[src/rtl/kfps2kb_command_sender_if.sv]
`default_nettype none
// ============================================================================
// Module   : kfps2kb_command_sender_if
// Purpose  : Request handshake and PS/2 line bundle for the command sender.
// Revision : 1.0 - initial release
// ============================================================================
interface kfps2kb_command_sender_if;
    logic       device_clock;
    logic       device_data;
    logic       device_clock_low;
    logic       device_data_low;
    logic       send_request;
    logic [7:0] send_data;
    logic       busy;
    logic       done;
    logic       error;

    modport master (
        output device_clock, device_data, send_request, send_data,
        input  device_clock_low, device_data_low, busy, done, error
    );

    modport slave (
        input  device_clock, device_data, send_request, send_data,
        output device_clock_low, device_data_low, busy, done, error
    );
endinterface
`default_nettype wire

[src/rtl/kfps2kb_command_sender.sv]
`default_nettype none
// ============================================================================
// Module   : kfps2kb_command_sender
// Purpose  : Host-to-device PS/2 transmitter sending one command byte with ACK check.
// Revision : 1.0 - initial release
// ============================================================================
module kfps2kb_command_sender #(
    parameter logic [15:0] inhibit_time = 16'd1200,
    parameter logic [23:0] start_time   = 24'd150000,
    parameter logic [15:0] over_time    = 16'd2000
) (
    input wire logic                  clock,
    input wire logic                  reset,
    kfps2kb_command_sender_if.slave   bus
);

    typedef enum logic [2:0] {
        S_IDLE    = 3'd0,
        S_INHIBIT = 3'd1,
        S_START   = 3'd2,
        S_SEND    = 3'd3,
        S_ACK     = 3'd4,
        S_RELEASE = 3'd5,
        S_FAIL    = 3'd6
    } state_t;

    localparam logic [23:0] c_over_load    = {8'd0, over_time};
    localparam logic [23:0] c_inhibit_load = (inhibit_time == 16'd0) ? 24'd0
                                           : ({8'd0, inhibit_time} - 24'd1);

    state_t      state_q, state_d;
    logic [23:0] cnt_q, cnt_d;
    logic [3:0]  bit_idx_q, bit_idx_d;
    logic [7:0]  data_q, data_d;
    logic        clk_low_q, clk_low_d;
    logic        data_low_q, data_low_d;
    logic        busy_q, busy_d;
    logic        done_q, done_d;
    logic        error_q, error_d;

    logic        dclk_s1_q, dclk_s2_q, dclk_prev_q;
    logic        ddat_s1_q, ddat_s2_q;
    logic        fall_w;
    logic        timeout_w;
    logic        go_fail_w;

    // Synchronizers preset high so reset never fabricates a falling edge.
    always_ff @(negedge clock or posedge reset) begin
        if (reset) begin
            dclk_s1_q   <= 1'b1;
            dclk_s2_q   <= 1'b1;
            dclk_prev_q <= 1'b1;
            ddat_s1_q   <= 1'b1;
            ddat_s2_q   <= 1'b1;
        end else begin
            dclk_s1_q   <= bus.device_clock;
            dclk_s2_q   <= dclk_s1_q;
            dclk_prev_q <= dclk_s2_q;
            ddat_s1_q   <= bus.device_data;
            ddat_s2_q   <= ddat_s1_q;
        end
    end

    assign fall_w    = dclk_prev_q & ~dclk_s2_q;
    assign timeout_w = (cnt_q <= 24'd1);

    always_ff @(negedge clock or posedge reset) begin
        if (reset) begin
            state_q    <= S_IDLE;
            cnt_q      <= 24'd0;
            bit_idx_q  <= 4'd0;
            data_q     <= 8'd0;
            clk_low_q  <= 1'b0;
            data_low_q <= 1'b0;
            busy_q     <= 1'b0;
            done_q     <= 1'b0;
            error_q    <= 1'b0;
        end else begin
            state_q    <= state_d;
            cnt_q      <= cnt_d;
            bit_idx_q  <= bit_idx_d;
            data_q     <= data_d;
            clk_low_q  <= clk_low_d;
            data_low_q <= data_low_d;
            busy_q     <= busy_d;
            done_q     <= done_d;
            error_q    <= error_d;
        end
    end

    always_comb begin
        state_d    = state_q;
        cnt_d      = cnt_q;
        bit_idx_d  = bit_idx_q;
        data_d     = data_q;
        clk_low_d  = clk_low_q;
        data_low_d = data_low_q;
        busy_d     = busy_q;
        done_d     = 1'b0;
        error_d    = 1'b0;
        go_fail_w  = 1'b0;

        case (state_q)
            // FAIL lasts the one cycle error is high and accepts requests like IDLE.
            S_IDLE, S_FAIL: begin
                state_d    = S_IDLE;
                clk_low_d  = 1'b0;
                data_low_d = 1'b0;
                if (bus.send_request && !busy_q) begin
                    data_d    = bus.send_data;
                    busy_d    = 1'b1;
                    clk_low_d = 1'b1;
                    cnt_d     = c_inhibit_load;
                    state_d   = S_INHIBIT;
                end
            end
            S_INHIBIT: begin
                if (cnt_q == 24'd0) begin
                    clk_low_d  = 1'b0;
                    data_low_d = 1'b1;
                    cnt_d      = start_time;
                    state_d    = S_START;
                end else begin
                    cnt_d = cnt_q - 24'd1;
                end
            end
            S_START: begin
                if (fall_w) begin
                    data_low_d = ~data_q[0];
                    bit_idx_d  = 4'd1;
                    cnt_d      = c_over_load;
                    state_d    = S_SEND;
                end else if (timeout_w) begin
                    go_fail_w = 1'b1;
                end else begin
                    cnt_d = cnt_q - 24'd1;
                end
            end
            S_SEND: begin
                if (fall_w) begin
                    cnt_d     = c_over_load;
                    bit_idx_d = bit_idx_q + 4'd1;
                    if (bit_idx_q <= 4'd7) begin
                        data_low_d = ~data_q[bit_idx_q[2:0]];
                    end else if (bit_idx_q == 4'd8) begin
                        // Odd parity bit is ~^data, so the pull-low enable is ^data.
                        data_low_d = ^data_q;
                    end else begin
                        data_low_d = 1'b0;
                        state_d    = S_ACK;
                    end
                end else if (timeout_w) begin
                    go_fail_w = 1'b1;
                end else begin
                    cnt_d = cnt_q - 24'd1;
                end
            end
            S_ACK: begin
                if (fall_w) begin
                    if (!ddat_s2_q) begin
                        cnt_d   = c_over_load;
                        state_d = S_RELEASE;
                    end else begin
                        go_fail_w = 1'b1;
                    end
                end else if (timeout_w) begin
                    go_fail_w = 1'b1;
                end else begin
                    cnt_d = cnt_q - 24'd1;
                end
            end
            S_RELEASE: begin
                if (dclk_s2_q && ddat_s2_q) begin
                    done_d  = 1'b1;
                    busy_d  = 1'b0;
                    state_d = S_IDLE;
                end else if (timeout_w) begin
                    go_fail_w = 1'b1;
                end else begin
                    cnt_d = cnt_q - 24'd1;
                end
            end
            default: begin
                state_d = S_IDLE;
            end
        endcase

        if (go_fail_w) begin
            state_d    = S_FAIL;
            error_d    = 1'b1;
            busy_d     = 1'b0;
            clk_low_d  = 1'b0;
            data_low_d = 1'b0;
        end
    end

    assign bus.device_clock_low = clk_low_q;
    assign bus.device_data_low  = data_low_q;
    assign bus.busy             = busy_q;
    assign bus.done             = done_q;
    assign bus.error            = error_q;

endmodule
`default_nettype wire

[src/flat_wrapper.sv]
// flat-port wrapper written by rule: the top's interface ports become plain ports
module kfps2kb_command_sender_flat 
#(
    parameter logic [15:0] inhibit_time = 16'd1200,
    parameter logic [23:0] start_time   = 24'd150000,
    parameter logic [15:0] over_time    = 16'd2000
)
  (clock, reset, bus_device_clock, bus_device_data, bus_send_request, bus_send_data, bus_device_clock_low, bus_device_data_low, bus_busy, bus_done, bus_error);
  kfps2kb_command_sender_if bus_i ();
  input wire logic clock;
  input wire logic reset;
  input wire logic [$bits(bus_i.device_clock)-1:0] bus_device_clock;
  input wire logic [$bits(bus_i.device_data)-1:0] bus_device_data;
  input wire logic [$bits(bus_i.send_request)-1:0] bus_send_request;
  input wire logic [$bits(bus_i.send_data)-1:0] bus_send_data;
  output wire logic [$bits(bus_i.device_clock_low)-1:0] bus_device_clock_low;
  output wire logic [$bits(bus_i.device_data_low)-1:0] bus_device_data_low;
  output wire logic [$bits(bus_i.busy)-1:0] bus_busy;
  output wire logic [$bits(bus_i.done)-1:0] bus_done;
  output wire logic [$bits(bus_i.error)-1:0] bus_error;
  assign bus_i.device_clock = bus_device_clock;
  assign bus_i.device_data = bus_device_data;
  assign bus_i.send_request = bus_send_request;
  assign bus_i.send_data = bus_send_data;
  assign bus_device_clock_low = bus_i.device_clock_low;
  assign bus_device_data_low = bus_i.device_data_low;
  assign bus_busy = bus_i.busy;
  assign bus_done = bus_i.done;
  assign bus_error = bus_i.error;
  kfps2kb_command_sender #(.inhibit_time(inhibit_time), .start_time(start_time), .over_time(over_time)) u_core (.clock(clock), .reset(reset), .bus(bus_i));
endmodule
[config.mk]
export PLATFORM = sky130hd
export DESIGN_NAME = kfps2kb_command_sender_flat
export DESIGN_NICKNAME = d
export VERILOG_FILES = /design/src/rtl/kfps2kb_command_sender_if.sv /design/src/rtl/kfps2kb_command_sender.sv /design/src/flat_wrapper.sv
export SDC_FILE = /design/constraint.sdc
export NUM_CORES = 1
export LEC_CHECK = 0
export CAP_MARGIN = 20
export CORE_MARGIN = 8
export CORE_UTILIZATION = 54
export DETAILED_ROUTE_END_ITERATION = 8
export GPL_ROUTABILITY_DRIVEN = 0
export HOLD_SLACK_MARGIN = 0.05
export PLACE_DENSITY = 0.86
export SLEW_MARGIN = 20
export SYNTH_ARGS = -nofsm -noshare
export SYNTH_HDL_FRONTEND = slang
export SYNTH_SLANG_ARGS = --single-unit
export TNS_END_PERCENT = 20
[constraint.sdc]
create_clock -name clock -period 2.1 [get_ports clock]
set_input_delay 0.42 -clock clock [delete_from_list [all_inputs] [get_ports clock]]
set_output_delay 0.42 -clock clock [all_outputs]
set_load 0.005 [all_outputs]
# Yosys cells after proc, flatten, opt, wreduce, memory -nomap -nowiden
# Index checks and enable logic that the tools add are counted.
[totals] out_inout_bits=5 wordCells=112 input_bits=13 register_bits=49
[op_classes] bitwise=4 eq_ne=21 magnitude_cmp=3 muxes=48 addsub=2 n_reduce_logical=20
[op_table] op="24-bit two-way mux" count=7
[op_table] op="24-bit case mux with 5 select lines" count=1
[op_table] op="3-bit two-way mux" count=9
[op_table] op="24-bit by 1-bit less-or-equal comparator with 1-bit output (second input constant)" count=1
[op_table] op="24-bit zero test" count=1
[op_table] op="24-bit by 1-bit subtractor with 24-bit output (second input constant)" count=1
[op_table] op="1-bit two-way mux" count=22
[op_table] op="3-bit by 1-bit != test with 1-bit output (second input constant)" count=6
[op_table] op="3-bit case mux with 6 select lines" count=1
[op_table] op="5-bit nonzero test" count=2
[op_table] op="3-bit == test (second input constant)" count=3
[op_table] op="4-bit two-way mux" count=2
[op_table] op="4-bit case mux with 2 select lines" count=1
[op_table] op="4-bit AND reduction" count=2
[op_table] op="8-bit AND reduction" count=1
[op_table] op="8-bit parity" count=1
[op_table] op="3-bit by 2-bit == test with 1-bit output (second input constant)" count=2
[op_table] op="2-bit by 1-bit != test with 1-bit output (second input constant)" count=3
[op_table] op="3-bit by 2-bit != test with 1-bit output (second input constant)" count=2
[op_table] op="3-bit != test (second input constant)" count=2
[op_table] op="3-bit AND reduction" count=2
[op_table] op="3-bit nonzero test" count=2
[op_table] op="4-bit by 1-bit adder with 4-bit output (second input constant)" count=1
[op_table] op="4-bit == test (second input constant)" count=1
[op_table] op="16 further kinds" count=22

# Depth between registers and ports, before layout
# Gate-level depths: netlist of run 1.
[logic_depth] depth_word=7 depth_mapped=9 depth_no_buf=8

==> results.json, run 1 <==
{
  "synth.distinct_cells": 69,
  "final_nets": 456,
  "syn_area_sq_mm": 0.00301,
  "fin_ws_ns": -0.413,
  "p_leak_nw": 1.88,
  "r2r_slack_ns": -0.41,
  "max_freq_mhz": 398,
  "synthCells": 329,
  "fin_skew_ns": 0.0652,
  "p_int_mw": 2.10,
  "fin_util_pct": 81.1,
  "worst-path-max-fanout": 10,
  "slew_headroom_pct": 39.2,
  "ant_nets": 0,
  "fp.dieH_microns": 90.7,
  "grt_max_degree": 16,
  "cts_inserted_buffers": 5,
  "synthFlopType": "dfrtn_1",
  "antenna_found_initial": 0,
  "drive_above_1_share_pct": 42.0,
  "pwr-share-seq_pct": 38.8,
  "hold_viol": 0,
  "dpl.hpwl_microns": 6670,
  "num_vias": 3621,
  "synth_nets": 346,
  "io_buffer_count": 17,
  "antenna_cells": 0,
  "worstPathRequired_ns": 3.30,
  "dpl.cell_count": 485,
  "pwr-share-comb_pct": 41.6,
  "placementRows": 27,
  "clk_path_buf_depth": 2,
  "maxCapViolations": 0,
  "min_path_type": "reg2reg",
  "tightest_slew_ns": 0.912,
  "switchingPower_mw": 1.21,
  "worstSetupEndpointType": "register",
  "criticalPathCategory": "reg2reg",
  "yosys.area.top_type": "dfrtn_1",
  "synthTopCellsByArea": "dfrtn_1 (37%), dfstp_2 (4.4%), o21ai_0 (4.3%)",
  "cts_tree": "built",
  "die-area_sq_mm": 0.00823,
  "drtIter0Drc": 581,
  "rsz0062_at_grt": "true",
  "vdd_ir_drop_max_uv": 668,
  "final_common_cell": "buf_4",
  "crit_arrival_ns": 3.71,
  "grt_pass1_wl_microns": 17500,
  "yosysTopAreaCellShare_pct": 36.5,
  "mostFrequentLayoutCells": "buf_4 (76), dfrtn_1 (44), nor2_1 (28)",
  "status": "finished, violations left",
  "start_kind": "register",
  "post-route-drc-count": 0,
  "post-route-period-util_pct": 120,
  "violations": "negative setup slack",
  "clock-sinks": 49,
  "avgSynthCellArea_sq_um": 9.16,
  "power_density_mw_per_mm2": 752,
  "async_reset_ff_share_pct": 100,
  "globalRouteTotalUtil_pct": 25.8,
  "setup_violations": 41,
  "coreArea_sq_mm": 0.00544,
  "worstSkewPairLatency_ns": 0.36,
  "grt_overflow_total": 0,
  "finalMaxSlewViolations": 0,
  "via_per_inst": 7.07,
  "ios": 18,
  "clk_pin_slew_ns": 0.07,
  "seq_area_frac_synth_pct": 40.9,
  "power_frac_clock_pct": 19.5,
  "fin_cells": 512,
  "firstDrtPassIters": 8,
  "clock-root-buffer": "clkbuf_8",
  "ys_ff_latch": 49,
  "wire_per_inst_microns": 23.6,
  "first_global_vias": 3440,
  "synth_edf_count": 0,
  "areaGrowthSynthToFinish_pct": 46.4,
  "p_sw_share_pct": 36.6,
  "dieWidth_microns": 90.7,
  "totalWireLength_microns": 12100,
  "period_needed_ns": 2.51,
  "initial_core_util_pct": 55.4,
  "h-tree-depth": 2,
  "yosys_warnings": 0
}
-- Yosys cell counts (all sizes together), types with 4 or more instances --
library cell   n
dfrtn         44
nand2         25
clkbuf         7
o211ai         5
nor2          34
ha             4
nand4          4
xnor2          9
or3            4
mux2           7
nand3         11
o21ai         28
or4            5
a31oi          7
buf            5
inv           16
nand2b         7
o22ai          6
dfstp          5
a21oi         19
nor3          17
o31ai          5
-- worst max-delay path, cell delays in order, from the launching register on --
cell	delay [ns]
dfrtn_1	0.68
inv_1	0.14
buf_4	0.20
a221oi_1	0.78
nand3_1	0.22
o21ai_0	0.22
o211ai_1	0.12
-- metrics by stage --
stage	setup WS [ns]	power (mW)	setup TNS, ns	hold WS [ns]	area [sq um]
finish	-0.413	3.32	-7.18	0.351	4410
global placement	-0.954	2.33	-30.04	0.346	3900
floorplan	-0.337	1.99	-6.84	0.345	3080
CTS	-0.266	3.18	-4.13	0.354	4280
detailed placement	-1.02	2.41	-31.19	0.349	3900
global route	-0.454	3.46	-8.97	0.351	4410
-- power by group through the flow --
stage	combinational, mW	sequential, mW	clock, mW
global route	1.47	1.30	0.691
finish	1.38	1.29	0.648
floorplan	0.721	1.25	0.0178
global placement	1.05	1.26	0.0178
CTS	1.27	1.27	0.636
detailed placement	1.11	1.28	0.0178
-- per-layer routing --
metal / up-vias / GRT usage, % / share of wire (%)
li1: 1445 / - / -
met1: 1696 / 31.9 / 36
met2: 363 / 41.0 / 45
met3: 117 / 4.74 / 11
met4: 0 / 14.8 / 8.0
met5: - / 0 / 0
-- registers in the layout, indices dropped and copies added, names as in the netlist --
name and count:
u_core.bit_idx_q 4, u_core.dclk_prev_q 1, u_core.ddat_s2_q 1, u_core.dclk_s1_q 1
u_core.bus.device_data_low 1, u_core.data_q 8, u_core.bus.done 1, u_core.bus.device_clock_low 1
u_core.cnt_q 24, u_core.bus.busy 1, u_core.ddat_s1_q 1, u_core.state_q 3
u_core.dclk_s2_q 1, u_core.bus.error 1
-- cells by family after synthesis --
logic type / Yosys count / synth area share, %
flip-flops: 49 / 40.9
adder cells (fa/ha/maj): 4 / 1.66
XOR/XNOR: 9 / 2.62
multiplexers: 11 / 4.78
AND/OR/NAND/NOR: 127 / 23.5
buffers and inverters: 28 / 4.19
AO/OA/AOI/OAI: 101 / 22.4
-- worst paths after layout --
kind                                    from                to  depth (start not counted)
max                        u_core.state_q[0]   u_core.cnt_q[7]                          6
min                         u_core.ddat_s1_q  u_core.ddat_s2_q                          0
max reg2reg                u_core.state_q[0]   u_core.cnt_q[7]                          6
min reg2reg                 u_core.ddat_s1_q  u_core.ddat_s2_q                          0
max in group asynchronous              reset  u_core.cnt_q[21]                          3
min in group asynchronous              reset   u_core.cnt_q[4]                          3
-- what timing repair did --
item | in CTS | in global routing
endpoints found under the hold margin | 0 | 0
buffers inserted | 11 | 3
setup endpoints to repair | 42 | 41
cloned | 1 | 0
hold buffers | 0 | 0
gates resized for setup | 79 | 24
pin swaps | 21 | 10
-- final cells by class --
cell class                 instances  area, sq um
sequential                        49         1230
fill                             280         1030
clock inverter                     7         31.3
timing repair buffer             110          943
tap                               72         90.1
inverter                          15         62.6
multi-input combinational        253         1970
clock buffer                       6         82.6
No activity file was read; power rests on OpenSTA's default activity.
==> run 2, diff against run 1 <==
==> constraint.sdc (replaced) <==
create_clock -name clock -period 2.2 [get_ports clock]
set_input_delay 0.44 -clock clock [delete_from_list [all_inputs] [get_ports clock]]
set_output_delay 0.44 -clock clock [all_outputs]
set_load 0.005 [all_outputs]
==> run 2 against run 1 <==
  * The run still ends with negative setup slack left
  * Count of clock-buffer cells in the layout unchanged
  * Setup slack improved by 0.17 ns
  * First-iteration DRC count decreased by 9.5%
  * Die area unchanged
  * Sequential share of layout area increased by 2.5 points
  * Sequential power down 5%
  * Clock skew is 0.023 ns higher
  * Global-route usage decreased by 3.3 points
  * Critical path depth is 5 lower
  * Sequential cell count unchanged
  * Largest cell class unchanged
==> results.json, run 2 (synthesized netlist as in run 1, its figures left out) <==
{
  "stdcell_area_sq_mm": 0.00405,
  "totalWireLength_microns": 9410,
  "final_common_cell": "buf_4",
  "reg2reg_from": "u_core.cnt_q[7]",
  "drtIter0Drc": 526,
  "final_nets": 432,
  "worstSetupEndpointType": "output pin",
  "worst-path-max-fanout": 2,
  "setup_violations": 34,
  "reg.largest.list": "u_core.cnt_q x24, u_core.data_q x8, u_core.bit_idx_q x4",
  "ant_nets": 0,
  "crit_end": "bus_device_clock_low",
  "reg2reg_depth": 8,
  "wire_per_inst_microns": 19.3,
  "drive_above_1_share_pct": 34.9,
  "tightest_slew_ns": 0.628,
  "crit_arrival_ns": 2.00,
  "worstSkewPairLatency_ns": 0.39,
  "via_per_inst": 6.58,
  "areaGrowthSynthToFinish_pct": 34.6,
  "start_kind": "register",
  "coreArea_sq_mm": 0.00544,
  "hold_slack_ns": 0.326,
  "criticalPathCategory": "reg2out",
  "total_power_mw": 2.95,
  "rsz0062_at_grt": "true",
  "maxCapViolations": 0,
  "h-tree-depth": 2,
  "cts_tree": "built",
  "max_stage_delay_ns": 0.45,
  "worst-path-buf-inv": 1,
  "ios": 18,
  "largest_reg_flops": 24,
  "slew_headroom_pct": 58.0,
  "antenna_cells": 0,
  "post-route-drc-count": 0,
  "crit_family": "flip-flops",
  "die-area_sq_mm": 0.00823,
  "first_global_vias": 3206,
  "p_sw_share_pct": 35.9,
  "clock-sinks": 49,
  "vdd_ir_drop_max_uv": 570,
  "clock-root-buffer": "clkbuf_8",
  "power_density_mw_per_mm2": 728,
  "dpl.hpwl_microns": 6300,
  "status": "finished, violations left",
  "p_leak_nw": 1.72,
  "fillCellCount": 335,
  "grt_pass1_wl_microns": 15300,
  "fin_skew_ns": 0.0882,
  "antenna_found_initial": 0,
  "pwr-share-comb_pct": 38.0,
  "min_path_type": "reg2reg",
  "grt_max_degree": 31,
  "mostFrequentLayoutCells": "buf_4 (62), dfrtn_1 (44), nor2_1 (29)",
  "pwr-share-seq_pct": 41.4,
  "initial_core_util_pct": 55.4,
  "hold_viol": 0,
  "firstDrtPassIters": 5,
  "finalMaxSlewViolations": 0,
  "critPathLaunch": "u_core.bus.device_clock_low",
  "grt_overflow_total": 0,
  "regMostFlops": "u_core.cnt_q",
  "cts_inserted_buffers": 5,
  "power_frac_clock_pct": 20.6,
  "io_buffer_count": 17,
  "p_int_mw": 1.89,
  "fin_ws_ns": -0.238,
  "worstPathRequired_ns": 1.76,
  "dieWidth_microns": 90.7,
  "worst_path_max_delay_cell": "dfrtn_1",
  "switchingPower_mw": 1.06,
  "place_area_sq_mm": 0.00378,
  "dpl_worst_slack_ns": -0.995,
  "fin_util_pct": 74.5,
  "r2r_slack_ns": -0.15,
  "r2r-end": "u_core.cnt_q[22]",
  "crit_chain": "buf_2",
  "violations": "negative setup slack",
  "fp.dieH_microns": 90.7,
  "num_vias": 3211,
  "cp.depth": 1,
  "clk_pin_slew_ns": 0.07,
  "clk_path_buf_depth": 2,
  "globalRouteTotalUtil_pct": 22.5,
  "placementRows": 27
}
## run 2: power by group through the flow
stage	logic, mW	registers [mW]	clock network (mW)
4_1_cts	1.05	1.22	0.601
3_3_place_gp	0.973	1.21	0.0169
2_1_floorplan	0.689	1.19	0.0169
6_report	1.12	1.22	0.608
5_1_grt	1.22	1.24	0.646
3_5_place_dp	1.01	1.23	0.0169
## run 2: how the worst min path moves through the flow
stage                             to  slack [ns]        startpoint  cells past startpoint
floorplan           u_core.dclk_s2_q        0.35  u_core.dclk_s1_q                      0
global placement    u_core.ddat_s2_q        0.35  u_core.ddat_s1_q                      0
detailed placement  u_core.ddat_s2_q        0.35  u_core.ddat_s1_q                      0
CTS                 u_core.ddat_s2_q        0.34  u_core.ddat_s1_q                      0
global route        u_core.ddat_s2_q        0.34  u_core.ddat_s1_q                      0
finish              u_core.ddat_s2_q        0.33  u_core.ddat_s1_q                      0
## run 2: area by class of cell
| type | instances | area [sq um] | share of cell area, % |
|---|---|---|---|
| inverter | 15 | 62.6 | 1.54 |
| clock buffer | 6 | 72.6 | 1.79 |
| multi-input combinational | 252 | 1840 | 45.4 |
| clock inverter | 7 | 35.0 | 0.864 |
| tap | 72 | 90.1 | 2.22 |
| timing repair buffer | 87 | 719 | 17.7 |
| sequential | 49 | 1230 | 30.4 |
## run 2: repair_timing
| item | in CTS | in global routing |
|---|---|---|
| hold buffers | 0 | 0 |
| setup endpoints to repair | 41 | 41 |
| resized for setup | 57 | 16 |
| pin swaps | 13 | 8 |
| setup buffers | 2 | 2 |
## run 2: worst register-to-register path: stages, from the launching register on
cell	delay, ns
dfrtn_1	0.35
or4_4	0.54
buf_6	0.17
nor3_4	0.21
buf_4	0.18
nand2_2	0.11
or3_4	0.35
a21oi_1	0.20
o22ai_2	0.10
## run 2: stage by stage
| stage | setup TNS (ns) | instances |
|---|---|---|
| after floorplan | -5.72 | 329 |
| after CTS | -3.87 | 486 |
| after global routing | -5.76 | 488 |
| after detailed placement | -30.26 | 472 |
| final | -4.27 | 488 |
| after global placement | -28.56 | 472 |
## run 2: routing by layer
layer / wire, microns / vias up / track usage, %
met5: 0 / - / 0
met4: 453 / 0 / 12.6
met3: 785 / 61 / 4.16
met2: 4500 / 221 / 37.6
met1: 3660 / 1535 / 26.5
li1: - / 1394 / -
==> run 3, diff against run 2 <==
--- a/config.mk
+++ b/config.mk
@@ -5,13 +5,15 @@
 export SDC_FILE = /design/constraint.sdc
 export NUM_CORES = 1
 export LEC_CHECK = 0
+export ABC_AREA = 1
 export CAP_MARGIN = 20
+export CORE_ASPECT_RATIO = 0.75
 export CORE_MARGIN = 8
-export CORE_UTILIZATION = 54
+export CORE_UTILIZATION = 55
 export DETAILED_ROUTE_END_ITERATION = 8
 export GPL_ROUTABILITY_DRIVEN = 0
 export HOLD_SLACK_MARGIN = 0.05
-export PLACE_DENSITY = 0.86
+export PLACE_DENSITY = 0.87
 export SLEW_MARGIN = 20
 export SYNTH_ARGS = -nofsm -noshare
 export SYNTH_HDL_FRONTEND = slang
==> run 3 against run 2 <==
  * The flow still finishes with violations (negative setup slack)
  * First-iteration DRC count fell by 17%
  * Core utilization fell by 6.0 points
  * Global-route usage down 2.2 points
  * Critical endpoint is now u_core.cnt_q[3]
  * Sequential cell count is the same
  * Area after synthesis rose by 12%
  * Critical path depth up 8
  * Cell area decreased by 1.0%
  * Synthesized cell count increased by 50%
  * Largest power group unchanged
==> results.json, run 3 <==
{
  "synthCells": 492,
  "synth.distinct_cells": 34,
  "h-tree-depth": 2,
  "yosysMostFrequentCell": "nand2_1",
  "yosys.area.top_type": "dfrtn_1",
  "clock-root-buffer": "clkbuf_8",
  "yosys_warnings": 0,
  "slew_headroom_pct": 74.1,
  "status": "finished, violations left",
  "criticalPathCategory": "in2reg",
  "io_buffer_count": 17,
  "seq_area_frac_synth_pct": 36.6,
  "vdd_ir_drop_max_uv": 297,
  "setup_tns_ns": -4.42,
  "crit_family": "simple AND/OR/NAND/NOR gates",
  "avgSynthCellArea_sq_um": 6.85,
  "regMostFlops": "u_core.cnt_q",
  "drive_above_1_share_pct": 20.4,
  "post-route-drc-count": 0,
  "dpl_worst_slack_ns": -1.04,
  "worst-path-max-fanout": 5,
  "num_vias": 3306,
  "fp.dieH_microns": 83.8,
  "final_nets": 554,
  "synth_compound_area_share_pct": 7.10,
  "synth_nets": 509,
  "synthFlopType": "dfrtn_1",
  "worstSetupEndpointType": "register",
  "cts_inserted_buffers": 5,
  "wire_per_inst_microns": 14.1,
  "placementRows": 24,
  "clock-sinks": 49,
  "worst-path-buf-inv": 2,
  "initial_core_util_pct": 57.5,
  "via_per_inst": 5.37,
  "antenna_found_initial": 0,
  "synthTopCellsByArea": "dfrtn_1 (33%), nand2_1 (17%), nand3_1 (7.1%)",
  "total_power_mw": 1.63,
  "mostFrequentLayoutCells": "nand2_1 (150), inv_1 (57), nor2_1 (53)",
  "grt_pass1_wl_microns": 14800,
  "fin_ws_ns": -0.245,
  "dpl.cell_count": 600,
  "async_reset_ff_share_pct": 100,
  "maxCapViolations": 0,
  "tightest_slew_ns": 0.389,
  "synth_edf_count": 0,
  "reg.largest.list": "u_core.cnt_q x24, u_core.data_q x8, u_core.bit_idx_q x4",
  "final_common_cell": "nand2_1",
  "syn_area_sq_mm": 0.00337,
  "fin_util_pct": 68.5,
  "synthAdderAreaFrac_pct": 1.49,
  "start_kind": "input port",
  "worst_path_max_delay_cell": "nor2_4",
  "clk_path_buf_depth": 2,
  "ant_nets": 0,
  "clk_pin_slew_ns": 0.06,
  "synthMuxAreaShare_pct": 0,
  "die-area_sq_mm": 0.00891,
  "dieWidth_microns": 106,
  "p_leak_nw": 2.17,
  "synth_top_family_by_area": "simple AND/OR/NAND/NOR gates",
  "holdBufCountCts": 0,
  "totalWireLength_microns": 8700,
  "grt_max_degree": 22,
  "max_stage_delay_ns": 0.24,
  "first_global_vias": 3165,
  "dpl.hpwl_microns": 6440,
  "power_density_mw_per_mm2": 407,
  "fin_skew_ns": 0.0615,
  "largest_reg_flops": 24,
  "synth_xor_area_share_pct": 3.12,
  "setup_violations": 29,
  "areaGrowthSynthToFinish_pct": 19.1,
  "ys_top_cells_by_count": "nand2_1 (153), inv_1 (56), nor2_1 (54)",
  "firstDrtPassIters": 4,
  "finalMaxSlewViolations": 0,
  "drtIter0Drc": 436,
  "rsz0062_at_grt": "true",
  "crit_chain": "buf_8 > inv_8 > or2_4 > nand2_4 > nand4_4 > nor2_4 > o21ai_1 > nand2_1 > nand3_1",
  "yosysTopAreaCellShare_pct": 32.7,
  "ios": 18,
  "antenna_cells": 0,
  "coreArea_sq_mm": 0.00586,
  "cts_tree": "built",
  "worstSkewPairLatency_ns": 0.37,
  "synthSimpleGateAreaFrac_pct": 43.5,
  "grt_overflow_total": 0,
  "hold_viol": 0,
  "ys_ff_latch": 49,
  "worstPathRequired_ns": 1.25,
  "fin_cells": 616,
  "crit_arrival_ns": 1.50,
  "globalRouteTotalUtil_pct": 20.3,
  "violations": "negative setup slack",
  "min_path_type": "reg2reg"
}
run 3: changes by cell type after synthesis, moves of 8 or more:
cell	previous run	this run
nand2_1	24	153
inv_1	16	56
nand3_1	10	48
nor2_1	32	54
nand2_2	1	17
nor2_2	1	15
nor3_1	15	3
xor2_1	0	10
a21oi_1	19	10
o21ai_1	0	8
run 3: final cells by class:
class	instances	area [sq um]
clock buffers	6	93.8
clock inverters	7	28.8
fillers	504	1840
inverters	62	245
multi-input cells	375	1920
flip-flops and latches	49	1230
well taps	78	97.6
repair buffers	39	398
run 3: final timing paths:
path | startpoint | end | slack [ns] | cells past startpoint
setup / recovery | bus_send_request | u_core.cnt_q[3] | -0.25 | 9
min in group asynchronous | reset | u_core.state_q[2] | 1.47 | 3
hold reg to reg | u_core.dclk_s1_q | u_core.dclk_s2_q | 0.35 | 0
max in group asynchronous | reset | u_core.cnt_q[19] | 0.42 | 4
setup reg to reg | u_core.cnt_q[1] | u_core.cnt_q[2] | 0.14 | 11
hold / removal | u_core.dclk_s1_q | u_core.dclk_s2_q | 0.35 | 0
run 3: metrics by stage:
step | hold WS [ns] | area [sq um]
6_report | 0.353 | 4010
5_1_grt | 0.365 | 4010
4_1_cts | 0.349 | 3990
3_5_place_dp | 0.347 | 3810
3_3_place_gp | 0.346 | 3810
2_1_floorplan | 0.345 | 3390
run 3: metal layers:
| layer | share of wire (%) | track usage, % | vias up |
|---|---|---|---|
| li1 | - | - | 1630 |
| met1 | 46 | 29.8 | 1454 |
| met2 | 41 | 28.3 | 200 |
| met3 | 11 | 3.86 | 22 |
| met4 | 2.0 | 7.39 | 0 |
| met5 | 0 | 0 | - |
run 3: report_power, final:
group	internal [mW]	switching, mW	leakage (nW)	total (mW)
clock	0.301	0.343	0.0827	0.645
sequential	0.914	0.00278	0.574	0.916
combinational	0.0393	0.0331	1.51	0.0724
run 3: kinds of logic after synthesis:
logic type / count (synthesis)
AO/OA/AOI/OAI: 44
adder cells (fa/ha/maj): 4
XOR/XNOR: 12
buffers and inverters: 69
AND/OR/NAND/NOR: 314
flip-flops: 49
run 3: what timing repair did:
item | 4_1_cts | 5_1_grt
gates resized for setup | 39 | 8
cloned | 2 | 0
setup buffers | 2 | 0
pin swaps | 12 | 5
setup endpoints to repair | 40 | 36
